## config.mk

```make
export PLATFORM = sky130hd
export DESIGN_NAME = cordic_req_sequencer_flat
export DESIGN_NICKNAME = d
export VERILOG_FILES = /design/src/rtl/cordic_req_sequencer_if.sv /design/src/rtl/cordic_req_sequencer.sv /design/src/flat_wrapper.sv
export SDC_FILE = /design/constraint.sdc
export NUM_CORES = 1
export LEC_CHECK = 0
export BUFFER_PORTS_ARGS = -buffer_cell sky130_fd_sc_hd__buf_2
export CAP_MARGIN = 5
export CORE_MARGIN = 2
export CORE_UTILIZATION = 50
export DETAILED_ROUTE_END_ITERATION = 8
export PLACE_DENSITY = 0.75
export SYNTH_ARGS = -nofsm -noshare
export SYNTH_HDL_FRONTEND = slang
export SYNTH_SLANG_ARGS = --single-unit
```

## constraint.sdc

```tcl
create_clock -name clk -period 5.74 [get_ports clk]
set_input_delay 0.861 -clock clk [delete_from_list [all_inputs] [get_ports clk]]
set_output_delay 0.861 -clock clk [all_outputs]
set_load 0.02 [all_outputs]
```

## src/rtl/cordic_req_sequencer_if.sv

```systemverilog
// Bundle of the request, calc_cordic and response handshakes around the sequencer.
// The slave view is the sequencer; the master view is the surrounding environment.
interface cordic_req_sequencer_if #(
    parameter int WIDTH = 32
);
    logic                    in_valid;
    logic                    in_ready;
    logic [2:0]              in_op;
    logic signed [WIDTH-1:0] in_x;
    logic signed [WIDTH-1:0] in_y;
    logic signed [WIDTH-1:0] in_z;

    logic                    cordic_en;
    logic [2:0]              cordic_op;
    logic signed [WIDTH-1:0] cordic_x;
    logic signed [WIDTH-1:0] cordic_y;
    logic signed [WIDTH-1:0] cordic_z;
    logic signed [WIDTH-1:0] cordic_result;
    logic                    cordic_done;

    logic                    out_valid;
    logic                    out_ready;
    logic signed [WIDTH-1:0] out_result;
    logic                    out_error;

    modport slave (
        input  in_valid, in_op, in_x, in_y, in_z,
        output in_ready,
        output cordic_en, cordic_op, cordic_x, cordic_y, cordic_z,
        input  cordic_result, cordic_done,
        output out_valid, out_result, out_error,
        input  out_ready
    );

    modport master (
        output in_valid, in_op, in_x, in_y, in_z,
        input  in_ready,
        input  cordic_en, cordic_op, cordic_x, cordic_y, cordic_z,
        output cordic_result, cordic_done,
        input  out_valid, out_result, out_error,
        output out_ready
    );
endinterface

```

## src/rtl/cordic_req_sequencer.sv

```systemverilog
// Request front-end / result back-end for calc_cordic: angle range reduction and
// quadrant folding for SIN/COS, timeout supervision and response handshake.
module cordic_req_sequencer #(
    parameter int WIDTH     = 32,
    parameter int TIMEOUT   = 64,
    parameter int PI_Q      = 205887,
    parameter int HALF_PI_Q = 102944,
    parameter int TWO_PI_Q  = 411775
) (
    input  logic                   clk,
    input  logic                   rst,
    cordic_req_sequencer_if.slave  bus
);

    localparam int CNT_W = $clog2(TIMEOUT + 1);

    localparam logic signed [WIDTH-1:0] PI_S       = WIDTH'(PI_Q);
    localparam logic signed [WIDTH-1:0] NEG_PI_S   = -WIDTH'(PI_Q);
    localparam logic signed [WIDTH-1:0] HALF_PI_S  = WIDTH'(HALF_PI_Q);
    localparam logic signed [WIDTH-1:0] NEG_HALF_S = -WIDTH'(HALF_PI_Q);
    localparam logic signed [WIDTH-1:0] TWO_PI_S   = WIDTH'(TWO_PI_Q);
    localparam logic signed [WIDTH-1:0] MIN_S      = {1'b1, {(WIDTH-1){1'b0}}};
    localparam logic signed [WIDTH-1:0] MAX_S      = {1'b0, {(WIDTH-1){1'b1}}};

    localparam logic [2:0] OP_SIN  = 3'd0;
    localparam logic [2:0] OP_COS  = 3'd1;
    localparam logic [2:0] OP_LAST = 3'd5;

    localparam logic [CNT_W-1:0] CNT_LAST = CNT_W'(TIMEOUT - 1);

    typedef enum logic [2:0] {
        IDLE,
        REDUCE,
        FOLD,
        ISSUE,
        WAIT,
        RESP
    } state_t;

    state_t                  state;
    logic [2:0]              op_q;
    logic signed [WIDTH-1:0] x_q;
    logic signed [WIDTH-1:0] y_q;
    logic signed [WIDTH-1:0] z_q;
    logic                    negate;
    logic [CNT_W-1:0]        wait_cnt;

    // The most negative value has no positive counterpart, so it clips to the maximum.
    function automatic logic signed [WIDTH-1:0] sat_neg(input logic signed [WIDTH-1:0] v);
        return (v == MIN_S) ? MAX_S : -v;
    endfunction

    always_ff @(posedge clk) begin
        if (rst) begin
            state          <= IDLE;
            op_q           <= '0;
            x_q            <= '0;
            y_q            <= '0;
            z_q            <= '0;
            negate         <= 1'b0;
            wait_cnt       <= '0;
            bus.in_ready   <= 1'b0;
            bus.cordic_en  <= 1'b0;
            bus.cordic_op  <= '0;
            bus.cordic_x   <= '0;
            bus.cordic_y   <= '0;
            bus.cordic_z   <= '0;
            bus.out_valid  <= 1'b0;
            bus.out_result <= '0;
            bus.out_error  <= 1'b0;
        end else begin
            case (state)
                IDLE: begin
                    if (bus.in_valid && bus.in_ready) begin
                        bus.in_ready <= 1'b0;
                        op_q         <= bus.in_op;
                        x_q          <= bus.in_x;
                        y_q          <= bus.in_y;
                        z_q          <= bus.in_z;
                        negate       <= 1'b0;
                        if (bus.in_op > OP_LAST) begin
                            bus.out_valid  <= 1'b1;
                            bus.out_error  <= 1'b1;
                            bus.out_result <= '0;
                            state          <= RESP;
                        end else if (bus.in_op == OP_SIN || bus.in_op == OP_COS) begin
                            state <= REDUCE;
                        end else begin
                            state <= ISSUE;
                        end
                    end else begin
                        bus.in_ready <= 1'b1;
                    end
                end

                // Bring the angle into [-pi, +pi] one 2*pi step per cycle.
                REDUCE: begin
                    if (z_q > PI_S) begin
                        z_q <= z_q - TWO_PI_S;
                    end else if (z_q < NEG_PI_S) begin
                        z_q <= z_q + TWO_PI_S;
                    end else begin
                        state <= FOLD;
                    end
                end

                // Reflect outer quadrants onto [-pi/2, pi/2]; sin is symmetric there, cos flips sign.
                FOLD: begin
                    if (z_q > HALF_PI_S) begin
                        z_q    <= PI_S - z_q;
                        negate <= (op_q == OP_COS);
                    end else if (z_q < NEG_HALF_S) begin
                        z_q    <= NEG_PI_S - z_q;
                        negate <= (op_q == OP_COS);
                    end
                    state <= ISSUE;
                end

                ISSUE: begin
                    bus.cordic_op <= op_q;
                    bus.cordic_x  <= x_q;
                    bus.cordic_y  <= y_q;
                    bus.cordic_z  <= z_q;
                    bus.cordic_en <= 1'b1;
                    wait_cnt      <= '0;
                    state         <= WAIT;
                end

                // A done arriving on the final counted cycle still takes priority.
                WAIT: begin
                    if (bus.cordic_done) begin
                        bus.cordic_en  <= 1'b0;
                        bus.out_valid  <= 1'b1;
                        bus.out_error  <= 1'b0;
                        bus.out_result <= negate ? sat_neg(bus.cordic_result) : bus.cordic_result;
                        state          <= RESP;
                    end else if (wait_cnt == CNT_LAST) begin
                        bus.cordic_en  <= 1'b0;
                        bus.out_valid  <= 1'b1;
                        bus.out_error  <= 1'b1;
                        bus.out_result <= '0;
                        state          <= RESP;
                    end else begin
                        wait_cnt <= wait_cnt + CNT_W'(1);
                    end
                end

                RESP: begin
                    if (bus.out_valid && bus.out_ready) begin
                        bus.out_valid <= 1'b0;
                        bus.in_ready  <= 1'b1;
                        state         <= IDLE;
                    end
                end

                default: begin
                    state <= IDLE;
                end
            endcase
        end
    end

endmodule

```

## src/flat_wrapper.sv

```systemverilog
// flat-port wrapper written by rule: the top's interface ports become plain ports
module cordic_req_sequencer_flat 
#(
    parameter int WIDTH     = 32,
    parameter int TIMEOUT   = 64,
    parameter int PI_Q      = 205887,
    parameter int HALF_PI_Q = 102944,
    parameter int TWO_PI_Q  = 411775
)
  (clk, rst, bus_in_valid, bus_in_op, bus_in_x, bus_in_y, bus_in_z, bus_in_ready, bus_cordic_en, bus_cordic_op, bus_cordic_x, bus_cordic_y, bus_cordic_z, bus_cordic_result, bus_cordic_done, bus_out_valid, bus_out_result, bus_out_error, bus_out_ready);
  cordic_req_sequencer_if #(.WIDTH(WIDTH)) bus_i ();
  input  logic clk;
  input  logic rst;
  input wire logic [$bits(bus_i.in_valid)-1:0] bus_in_valid;
  input wire logic [$bits(bus_i.in_op)-1:0] bus_in_op;
  input wire logic [$bits(bus_i.in_x)-1:0] bus_in_x;
  input wire logic [$bits(bus_i.in_y)-1:0] bus_in_y;
  input wire logic [$bits(bus_i.in_z)-1:0] bus_in_z;
  output wire logic [$bits(bus_i.in_ready)-1:0] bus_in_ready;
  output wire logic [$bits(bus_i.cordic_en)-1:0] bus_cordic_en;
  output wire logic [$bits(bus_i.cordic_op)-1:0] bus_cordic_op;
  output wire logic [$bits(bus_i.cordic_x)-1:0] bus_cordic_x;
  output wire logic [$bits(bus_i.cordic_y)-1:0] bus_cordic_y;
  output wire logic [$bits(bus_i.cordic_z)-1:0] bus_cordic_z;
  input wire logic [$bits(bus_i.cordic_result)-1:0] bus_cordic_result;
  input wire logic [$bits(bus_i.cordic_done)-1:0] bus_cordic_done;
  output wire logic [$bits(bus_i.out_valid)-1:0] bus_out_valid;
  output wire logic [$bits(bus_i.out_result)-1:0] bus_out_result;
  output wire logic [$bits(bus_i.out_error)-1:0] bus_out_error;
  input wire logic [$bits(bus_i.out_ready)-1:0] bus_out_ready;
  assign bus_i.in_valid = bus_in_valid;
  assign bus_i.in_op = bus_in_op;
  assign bus_i.in_x = bus_in_x;
  assign bus_i.in_y = bus_in_y;
  assign bus_i.in_z = bus_in_z;
  assign bus_in_ready = bus_i.in_ready;
  assign bus_cordic_en = bus_i.cordic_en;
  assign bus_cordic_op = bus_i.cordic_op;
  assign bus_cordic_x = bus_i.cordic_x;
  assign bus_cordic_y = bus_i.cordic_y;
  assign bus_cordic_z = bus_i.cordic_z;
  assign bus_i.cordic_result = bus_cordic_result;
  assign bus_i.cordic_done = bus_cordic_done;
  assign bus_out_valid = bus_i.out_valid;
  assign bus_out_result = bus_i.out_result;
  assign bus_out_error = bus_i.out_error;
  assign bus_i.out_ready = bus_out_ready;
  cordic_req_sequencer #(.WIDTH(WIDTH), .TIMEOUT(TIMEOUT), .PI_Q(PI_Q), .HALF_PI_Q(HALF_PI_Q), .TWO_PI_Q(TWO_PI_Q)) u_core (.clk(clk), .rst(rst), .bus(bus_i));
endmodule
```

==> impl_metrics.yaml, run 1 <==
clocking:
  cts_inserted_buffers: 28
  post-cts-setup-buffers: 0
  clkSinkCount: 245
  cts_max_level: 1
  cts_resized: 0
  clockBufferDepth: 3
  insertion_delay_ns: 0.57
  clk_pin_slew_ns: 0.06
  hold_buffers: 0
  tritoncts: "yes"
  cts_root_buf: "clkbuf_16"
pwr:
  p_int_uw: 4610
  p_clk_share_pct: 21.8
  p_sw_share_pct: 45.1
  leakage_uw: 0.00617
  powerDensity_mw_per_mm2: 544
  power_frac_comb_pct: 51.9
  p_total_uw: 8390
  seq_power_share_pct: 26.3
  p_switching_uw: 3780
  peakVddDrop_uv: 350
floorplanning:
  coreArea_sq_mm: 0.0259
  die_w_um: 166
  ioPinCount: 271
  rows: 59
  initial_core_util_pct: 50.6
  die-area_sq_mm: 0.0275
  die_height_um: 166
sta:
  tightest_slew_ns: 1.19
  clock.fmax_mhz: 195
  slew_headroom_pct: 20.6
  rsz0062_at_grt: "false"
  holdWs_ns: 0.443
  final-hold-violation-count: 0
  setup_violations: 0
  slew_viol_final: 0
  skew_ns: 0.0198
  period_share_pct: 89.5
  setup_ws_ns: 0.601
  fin_setup_tns_ns: 0
  min_period_ns: 5.14
finish:
  stdcell_count: 2298
  drive_above_1_share_pct: 19.5
  final_common_cell: "nand2_1"
  area_delta_synth_final_pct: 17.6
  final_nets: 2103
  mostFrequentLayoutCells: "411 x nand2_1, 279 x a21oi_1, 269 x buf_2, 245 x dfxtp_1, 122 x nor2_1"
place:
  place_congestion: 0.932
  dp_cells: 2241
  dp_slack_ns: 0.714
  dp.final_hpwl_um: 27900
  io_buffers: 270
synthesis:
  synth-xor-area-share_pct: 4.68
  synth_warnings: 0
  syn_avg_cell_area_sq_um: 7.49
  synth_mux_area_share_pct: 0.773
  synth-simple-area-share_pct: 23.5
  syn_area_sq_mm: 0.0131
  synth_fp_nets: 1917
  ys_seq_area_share_pct: 37.4
  synthAdderAreaFrac_pct: 2.96
  synth-edff-count: 0
  syn-instance-count: 1750
  synth_top_family_by_area: "compound AO/OA/AOI/OAI gates"
  ys_seq_elements: 245
  synth_compound_area_share_pct: 25.0
  dominantRegCellSynth: "dfxtp_1"
  ys_types: 91
  async_flop_share_pct: 0
worst_hold_path:
  hold_class: "reg2reg"
  holdPathStages: 2
worst_setup_path:
  ff2ff_path_depth: 18
  arrival_ns: 5.54
  start_kind: "flop"
  cp.buffers_inverters: 2
  cp-end-kind: "flop"
  cp_slowest_stage_delay_ns: 0.61
  crit_cells: 18
  crit_family: "compound AO/OA/AOI/OAI gates"
  worstPathMaxFanout: 15
  critPathRequiredTime_ns: 6.14
  crit_type: "reg2reg"
  cp_cell_sequence: "inv_1 > ha_1 > nor3b_1 > o211a_1 > o211ai_4 > nand2_4 > inv_2 > ha_1 > a21oi_1 > o21ai_0 > o31ai_1 > o311ai_2 > o211ai_1 > a21oi_2 > nor3_1 > o21ai_0 > xnor2_1 > o22ai_1"
  cpMaxStageDelayCell: "dfxtp_1"
run_status:
  status: "finished, final reports clean"
global_route:
  first_global_vias: 12679
  grt_pass1_wl_um: 65800
  grt_max_degree: 137
  antenna_found_initial: 7
  grt_overflow: 0
  grtUsageTotal_pct: 28.5
route:
  wire_per_inst_um: 17.9
  vias: 13499
  first_iter_violations: 1245
  routed_wl_um: 41100
  drt-vias-per-instance: 5.87
  drtAntennaViolNets: 0
  first_pass_iters: 5
  drc: 0
flow_run:
  drv_cap: 0
power groups by stage:
stage	Combinational (uW)	Sequential (uW)	Clock, uW
after floorplan	3340	2110	0
after global placement	4230	2220	0
after detailed placement	4260	2230	0
after CTS	4280	2200	1850
after global routing	4760	2240	1930
final	4360	2210	1830
metrics by stage:
stage | instance area, sq um | util, %
global route | 15400 | 59.5
CTS | 15400 | 59.4
finish | 15400 | 59.5
global placement | 14400 | 55.7
floorplan | 13100 | -
detailed placement | 14400 | 55.7
cells by family (layout without fill, tap and decap cells):
group | after synthesis | after routing
AND/OR/NAND/NOR | 705 | 705
AO/OA/AOI/OAI | 524 | 524
flip-flops | 245 | 245
multiplexers | 10 | 10
XOR/XNOR | 70 | 70
buffers and inverters | 165 | 372
other | 0 | 6
adder cells (fa/ha/maj) | 31 | 31
sequential cells by signal, summed over array words and instances (netlist names), 7 cells and up:
name and flops:
u_core.bus.cordic_x 32, u_core.bus.cordic_y 32, u_core.bus.cordic_z 32, u_core.bus.out_result 32
u_core.wait_cnt 7, u_core.x_q 32, u_core.y_q 32, u_core.z_q 32
layout make-up:
class / count / area, sq um
clock buffer: 39 / 812
tap: 335 / 419
multi-input combinational: 1340 / 7480
fill: 2429 / 10500
timing repair buffer: 294 / 1540
clock inverter: 12 / 144
inverter: 27 / 101
antenna: 6 / 15.0
sequential: 245 / 4900
final timing paths:
kind | from | end | slack [ns]
worst min register to register | u_core.x_q[20] | u_core.bus.cordic_x[20] | 0.44
worst min-delay path | u_core.x_q[20] | u_core.bus.cordic_x[20] | 0.44
worst max-delay path | u_core.z_q[6] | u_core.z_q[23] | 0.60
worst max register to register | u_core.z_q[6] | u_core.z_q[23] | 0.60
worst min-delay path: cells and delay by family, from the launching register on:
| family | cells | cell delay (ns) |
|---|---|---|
| compound gates | 1 | 0.05 |
| flops | 1 | 0.31 |
| simple gates | 1 | 0.05 |
routing by layer:
layer  up-vias  track usage, %  share of wire (%)
met5         -               0              0.058
met4         4            11.3                4.0
met3       106            7.55                9.1
met2       567            45.6                 45
met1      6321            36.8                 41
li1       6501               -                  -
synth_stat cells (all sizes together) (20+ instances only):
cell    count  area, sq um
nor2      122          458
inv        27          101
ha         31          388
a21oi     282         1420
nor3       30          150
xnor2      29          254
o21ai      63          319
clkbuf    114          475
nand4      20          125
buf        23          163
xor2       41          359
dfxtp     245         4900
nand2     413         1560
nand3      33          165
(Power assumes the default switching activity.)
==> run 2, diff against run 1 <==
--- a/config.mk
+++ b/config.mk
@@ -5,7 +5,7 @@
 export SDC_FILE = /design/constraint.sdc
 export NUM_CORES = 1
 export LEC_CHECK = 0
-export BUFFER_PORTS_ARGS = -buffer_cell sky130_fd_sc_hd__buf_2
+export BUFFER_PORTS_ARGS = -buffer_cell sky130_fd_sc_hd__clkbuf_2
 export CAP_MARGIN = 5
 export CORE_MARGIN = 2
 export CORE_UTILIZATION = 50
==> run 2 against run 1 <==
Register-to-register slack worse by 0.20 ns; maximum frequency is 3.7% lower; design area hardly changed; clock skew is 0.011 ns lower; sequential share of layout area hardly changed; routed wire length is 0.46% lower; flip-flop and latch count stayed put; critical path depth stayed put; worst setup slack worse by 0.20 ns; first-iteration DRC count is 0.96% higher; largest power group unchanged; highest routed layer is now met4.
==> impl_metrics.yaml, run 2 (synthesis results as in run 1) <==
worst_setup_path:
  cp-end-kind: "flop"
  crit_cells: 18
  r2r_slack_ns: 0.40
  crit_family: "compound AO/OA/AOI/OAI gates"
  crit_type: "reg2reg"
  cp_slowest_stage_delay_ns: 0.64
  cpMaxStageDelayCell: "dfxtp_1"
  worstPathMaxFanout: 21
  ff2ff_path_depth: 18
  startpoint: "u_core.z_q[6]"
  endpoint: "u_core.z_q[31]"
  r2r_start: "u_core.z_q[6]"
  cp_cell_sequence: "inv_1 > ha_1 > nor3b_1 > o211a_1 > o211ai_4 > nand2_4 > inv_2 > ha_1 > a21oi_1 > o21ai_0 > o31ai_1 > o311ai_2 > o211ai_1 > a31oi_2 > nor3_1 > o21ai_1 > mux2i_1 > a221oi_1"
  worstReg2RegEnd: "u_core.z_q[31]"
  cpMostUsedCell: "ha_1"
  critPathRequiredTime_ns: 6.20
  cp.buffers_inverters: 2
  arrival_ns: 5.79
  start_kind: "flop"
sta:
  period_share_pct: 93.0
  fin_setup_tns_ns: 0
  rsz0062_at_grt: "false"
  tightest_slew_ns: 1.20
  holdWs_ns: 0.450
  skew_ns: 0.00865
  slew_headroom_pct: 20.2
  setup_violations: 0
  min_period_ns: 5.34
  slew_viol_final: 0
  setup_ws_ns: 0.405
  clock.fmax_mhz: 187
  final-hold-violation-count: 0
worst_hold_path:
  holdPathStages: 2
  hold_class: "reg2reg"
finish:
  drive_above_1_share_pct: 19.4
  fill_cells: 2414
  final_common_cell: "nand2_1"
  final_nets: 2103
  seq_area_sq_mm: 0.00490
  multi_input_area_sq_mm: 0.00748
  antenna_cells: 0
  mostFrequentLayoutCells: "411 x nand2_1, 279 x a21oi_1, 269 x clkbuf_2, 245 x dfxtp_1, 122 x nor2_1"
  stdcell_count: 2292
  area_delta_synth_final_pct: 17.5
route:
  drt-vias-per-instance: 5.85
  first_pass_iters: 6
  first_iter_violations: 1257
  drtAntennaViolNets: 0
  wire_per_inst_um: 17.8
  vias: 13405
  routed_wl_um: 40900
  drc: 0
clocking:
  cts_root_buf: "clkbuf_16"
  cts_inserted_buffers: 28
  tritoncts: "yes"
  cts_max_level: 1
  cts_resized: 0
  clockBufferDepth: 3
  hold_buffers: 0
  insertion_delay_ns: 0.56
  post-cts-setup-buffers: 0
  clk_pin_slew_ns: 0.06
  clkSinkCount: 245
place:
  dp.final_hpwl_um: 27900
  dp_cells: 2241
  dp_slack_ns: 0.602
  io_buffers: 270
  place_congestion: 0.933
floorplanning:
  ioPinCount: 271
  coreArea_sq_mm: 0.0259
  die_height_um: 166
  die_w_um: 166
  initial_core_util_pct: 50.6
  die-area_sq_mm: 0.0275
  rows: 59
pwr:
  p_total_uw: 8380
  peakVddDrop_uv: 355
  powerDensity_mw_per_mm2: 544
  leakage_uw: 0.00606
global_route:
  grt_pass1_wl_um: 65400
  grtUsageTotal_pct: 28.3
  antenna_found_initial: 0
  first_global_vias: 12594
  grt_overflow: 0
  grt_max_degree: 132
flow_run:
  drv_cap: 0
run_status:
  status: "finished, final reports clean"
[run 2: changes by cell type in the layout (fill, tap and decap cells not counted)]
cell	change
buf_2	-269
clkbuf_1	+1
clkbuf_2	+269
clkinv_2	-2
clkinvlp_4	+1
diode_2	-6
[run 2: how the worst min path moves through the flow]
stage                    from                      end  slack, ns
3_5_place_dp    u_core.y_q[8]   u_core.bus.cordic_y[8]       0.44
3_3_place_gp    u_core.y_q[6]   u_core.bus.cordic_y[6]       0.44
6_report       u_core.y_q[17]  u_core.bus.cordic_y[17]       0.45
2_1_floorplan   u_core.x_q[0]   u_core.bus.cordic_x[0]       0.43
4_1_cts         u_core.y_q[8]   u_core.bus.cordic_y[8]       0.45
5_1_grt        u_core.y_q[10]  u_core.bus.cordic_y[10]       0.47
[run 2: metrics by stage]
| step | cell area, sq um | util, % |
|---|---|---|
| 3_5_place_dp | 14400 | 55.7 |
| 4_1_cts | 15400 | 59.4 |
| 6_report | 15400 | 59.4 |
| 2_1_floorplan | 13100 | - |
| 5_1_grt | 15400 | 59.4 |
| 3_3_place_gp | 14400 | 55.7 |
[run 2: worst register-to-register path, cell delays in order (launching register included)]
cell	delay, ns
dfxtp_1	0.64
inv_1	0.10
ha_1	0.25
nor3b_1	0.19
o211a_1	0.31
o211ai_4	0.33
nand2_4	0.17
inv_2	0.38
ha_1	0.42
a21oi_1	0.24
o21ai_0	0.23
o31ai_1	0.31
o311ai_2	0.14
o211ai_1	0.22
a31oi_2	0.16
nor3_1	0.54
o21ai_1	0.18
mux2i_1	0.15
a221oi_1	0.26
[run 2: per-layer routing]
metal,vias to the layer above,wire length (um),GRT usage (%)
met1,6242,17100,36.8
li1,6529,-,-
met2,552,18700,46.2
met5,-,0,0
met3,82,3710,6.79
met4,0,1350,9.64
[run 2: cell type report]
cell class / count / area share [%]
sequential: 245 / 31.8
timing repair buffer: 294 / 9.98
inverter: 27 / 0.658
multi-input combinational: 1340 / 48.6
clock inverter: 11 / 0.918
tap: 335 / 2.72
clock buffer: 40 / 5.30
[run 2: report_power, final]
| group | total (uW) | internal, uW | switching (uW) |
|---|---|---|---|
| logic | 4350 | 1620 | 2730 |
| clock network | 1820 | 1080 | 735 |
| registers | 2210 | 1910 | 301 |
==> run 3, diff against run 2 <==
--- a/config.mk
+++ b/config.mk
@@ -7,8 +7,10 @@
 export LEC_CHECK = 0
 export BUFFER_PORTS_ARGS = -buffer_cell sky130_fd_sc_hd__clkbuf_2
 export CAP_MARGIN = 5
+export CELL_PAD_IN_SITES_DETAIL_PLACEMENT = 0
+export CELL_PAD_IN_SITES_GLOBAL_PLACEMENT = 1
 export CORE_MARGIN = 2
-export CORE_UTILIZATION = 50
+export CORE_UTILIZATION = 36
 export DETAILED_ROUTE_END_ITERATION = 8
 export PLACE_DENSITY = 0.75
 export SYNTH_ARGS = -nofsm -noshare
==> run 3 against run 2 <==
Die area is 38% higher; maximum frequency is 4.5% higher; largest power group unchanged; register-to-register slack better by 0.23 ns.
==> impl_metrics.yaml, run 3 (synthesis results as in run 1) <==
clocking:
  clkSinkCount: 245
  insertion_delay_ns: 0.57
  clk_pin_slew_ns: 0.06
  post-cts-setup-buffers: 0
  clockBufferDepth: 3
  hold_buffers: 0
  cts_resized: 0
  cts_max_level: 1
  cts_root_buf: "clkbuf_16"
  tritoncts: "yes"
  cts_inserted_buffers: 28
worst_setup_path:
  worstPathMaxFanout: 15
  crit_type: "reg2reg"
  cpMaxStageDelayCell: "dfxtp_1"
  start_kind: "flop"
  cp_slowest_stage_delay_ns: 0.63
  cpMostUsedCell: "ha_1"
  cp_cell_sequence: "inv_1 > ha_1 > nor3b_1 > o211a_1 > o211ai_4 > nand2_4 > inv_2 > ha_1 > a21oi_1 > o21ai_0 > o31ai_1 > o311ai_2 > o211ai_1 > a21oi_2 > o41ai_2 > o21bai_1 > xnor2_1 > o22ai_1"
  cp-end-kind: "flop"
  critPathRequiredTime_ns: 6.15
  arrival_ns: 5.52
sta:
  clock.fmax_mhz: 196
  period_share_pct: 89.0
  holdWs_ns: 0.447
  rsz0062_at_grt: "false"
  slew_headroom_pct: 23.0
  min_period_ns: 5.11
  slew_viol_final: 0
  tightest_slew_ns: 1.15
  fin_setup_tns_ns: 0
  setup_violations: 0
  skew_ns: 0.0171
  final-hold-violation-count: 0
place:
  io_buffers: 270
  dp_cells: 2372
  dp.final_hpwl_um: 31000
  place_congestion: 0.895
global_route:
  grt_pass1_wl_um: 69500
  grtUsageTotal_pct: 22.5
  grt_max_degree: 104
  grt_overflow: 0
  first_global_vias: 12408
  antenna_found_initial: 5
floorplanning:
  ioPinCount: 271
  coreArea_sq_mm: 0.0357
  rows: 69
  die_w_um: 195
  die_height_um: 195
  initial_core_util_pct: 36.7
  die-area_sq_mm: 0.0380
finish:
  final_nets: 2108
  area_delta_synth_final_pct: 18.9
  mostFrequentLayoutCells: "411 x nand2_1, 279 x a21oi_1, 269 x clkbuf_2, 245 x dfxtp_1, 122 x nor2_1"
  drive_above_1_share_pct: 19.5
  final_common_cell: "nand2_1"
  stdcell_count: 2424
pwr:
  powerDensity_mw_per_mm2: 539
  peakVddDrop_uv: 259
  leakage_uw: 0.00609
route:
  wire_per_inst_um: 18.2
  drtAntennaViolNets: 0
  drc: 0
  vias: 13178
  first_pass_iters: 5
  routed_wl_um: 44200
  first_iter_violations: 838
  drt-vias-per-instance: 5.44
run_status:
  status: "finished, final reports clean"
worst_hold_path:
  hold_class: "reg2reg"
flow_run:
  drv_cap: 0
[run 3: cell count changes in the layout (fill, tap and decap cells not counted)]
cell        delta
clkinv_2       -1
clkinv_4       -1
clkbuf_1       +2
clkinvlp_4     -2
buf_4          +5
clkbuf_8       +1
diode_2        +2
[run 3: per-layer routing]
metal / global-route usage (%) / share of wire (%) / vias to the layer above
met5: 0 / 0.059 / -
met4: 7.21 / 3.0 / 4
met3: 6.16 / 7.4 / 84
met2: 35.6 / 44 / 406
met1: 29.7 / 45 / 6149
li1: - / - / 6535
[run 3: power breakdown]
part	switching (uW)	internal [uW]	leakage, uW	total, uW
registers	330	1910	0.00198	2240
clock network	738	1090	0.000462	1830
logic	2700	1630	0.00364	4330
total	3770	4630	0.00609	8400
[run 3: worst max-delay path: cells and delay by family, from the launching register on]
family / cells / cell delay (ns)
AOI/OAI and AO/OA: 11 / 2.82
xor gates and xnor gates: 1 / 0.16
adders and majority gates: 2 / 0.64
buffers and inverters: 2 / 0.32
DFF: 1 / 0.63
and+or+nand+nor: 2 / 0.37
[run 3: stage by stage]
stage                     utilization (%)  setup WS (ns)  total power (uW)  instance area [sq um]
final                                43.6          0.633              8400                  15600
after detailed placement             41.0          0.713              6560                  14600
after global placement               41.0          0.837              6560                  14600
after CTS                            43.6          0.670              8420                  15600
after global routing                 43.6          0.185              8990                  15600
after floorplan                         -          0.404              5450                  13100
[run 3: layout make-up]
class                           instances  area (sq um)
Multi-Input combinational cell       1340          7480
Inverter                               27           101
Fill cell                            3771         20100
Antenna cell                            2          5.00
Sequential cell                       245          4900
Clock buffer                           43           837
Clock inverter                          7           113
Tap cell                              461           577
Timing Repair Buffer                  299          1580
[run 3: path summary, 6_finish.rpt]
path / slack [ns] / start / endpoint / depth (start not counted)
hold / removal: 0.45 / u_core.x_q[6] / u_core.bus.cordic_x[6] / 2
hold reg to reg: 0.45 / u_core.x_q[6] / u_core.bus.cordic_x[6] / 2
setup / recovery: 0.63 / u_core.z_q[6] / u_core.z_q[25] / 18
setup reg to reg: 0.63 / u_core.z_q[6] / u_core.z_q[25] / 18
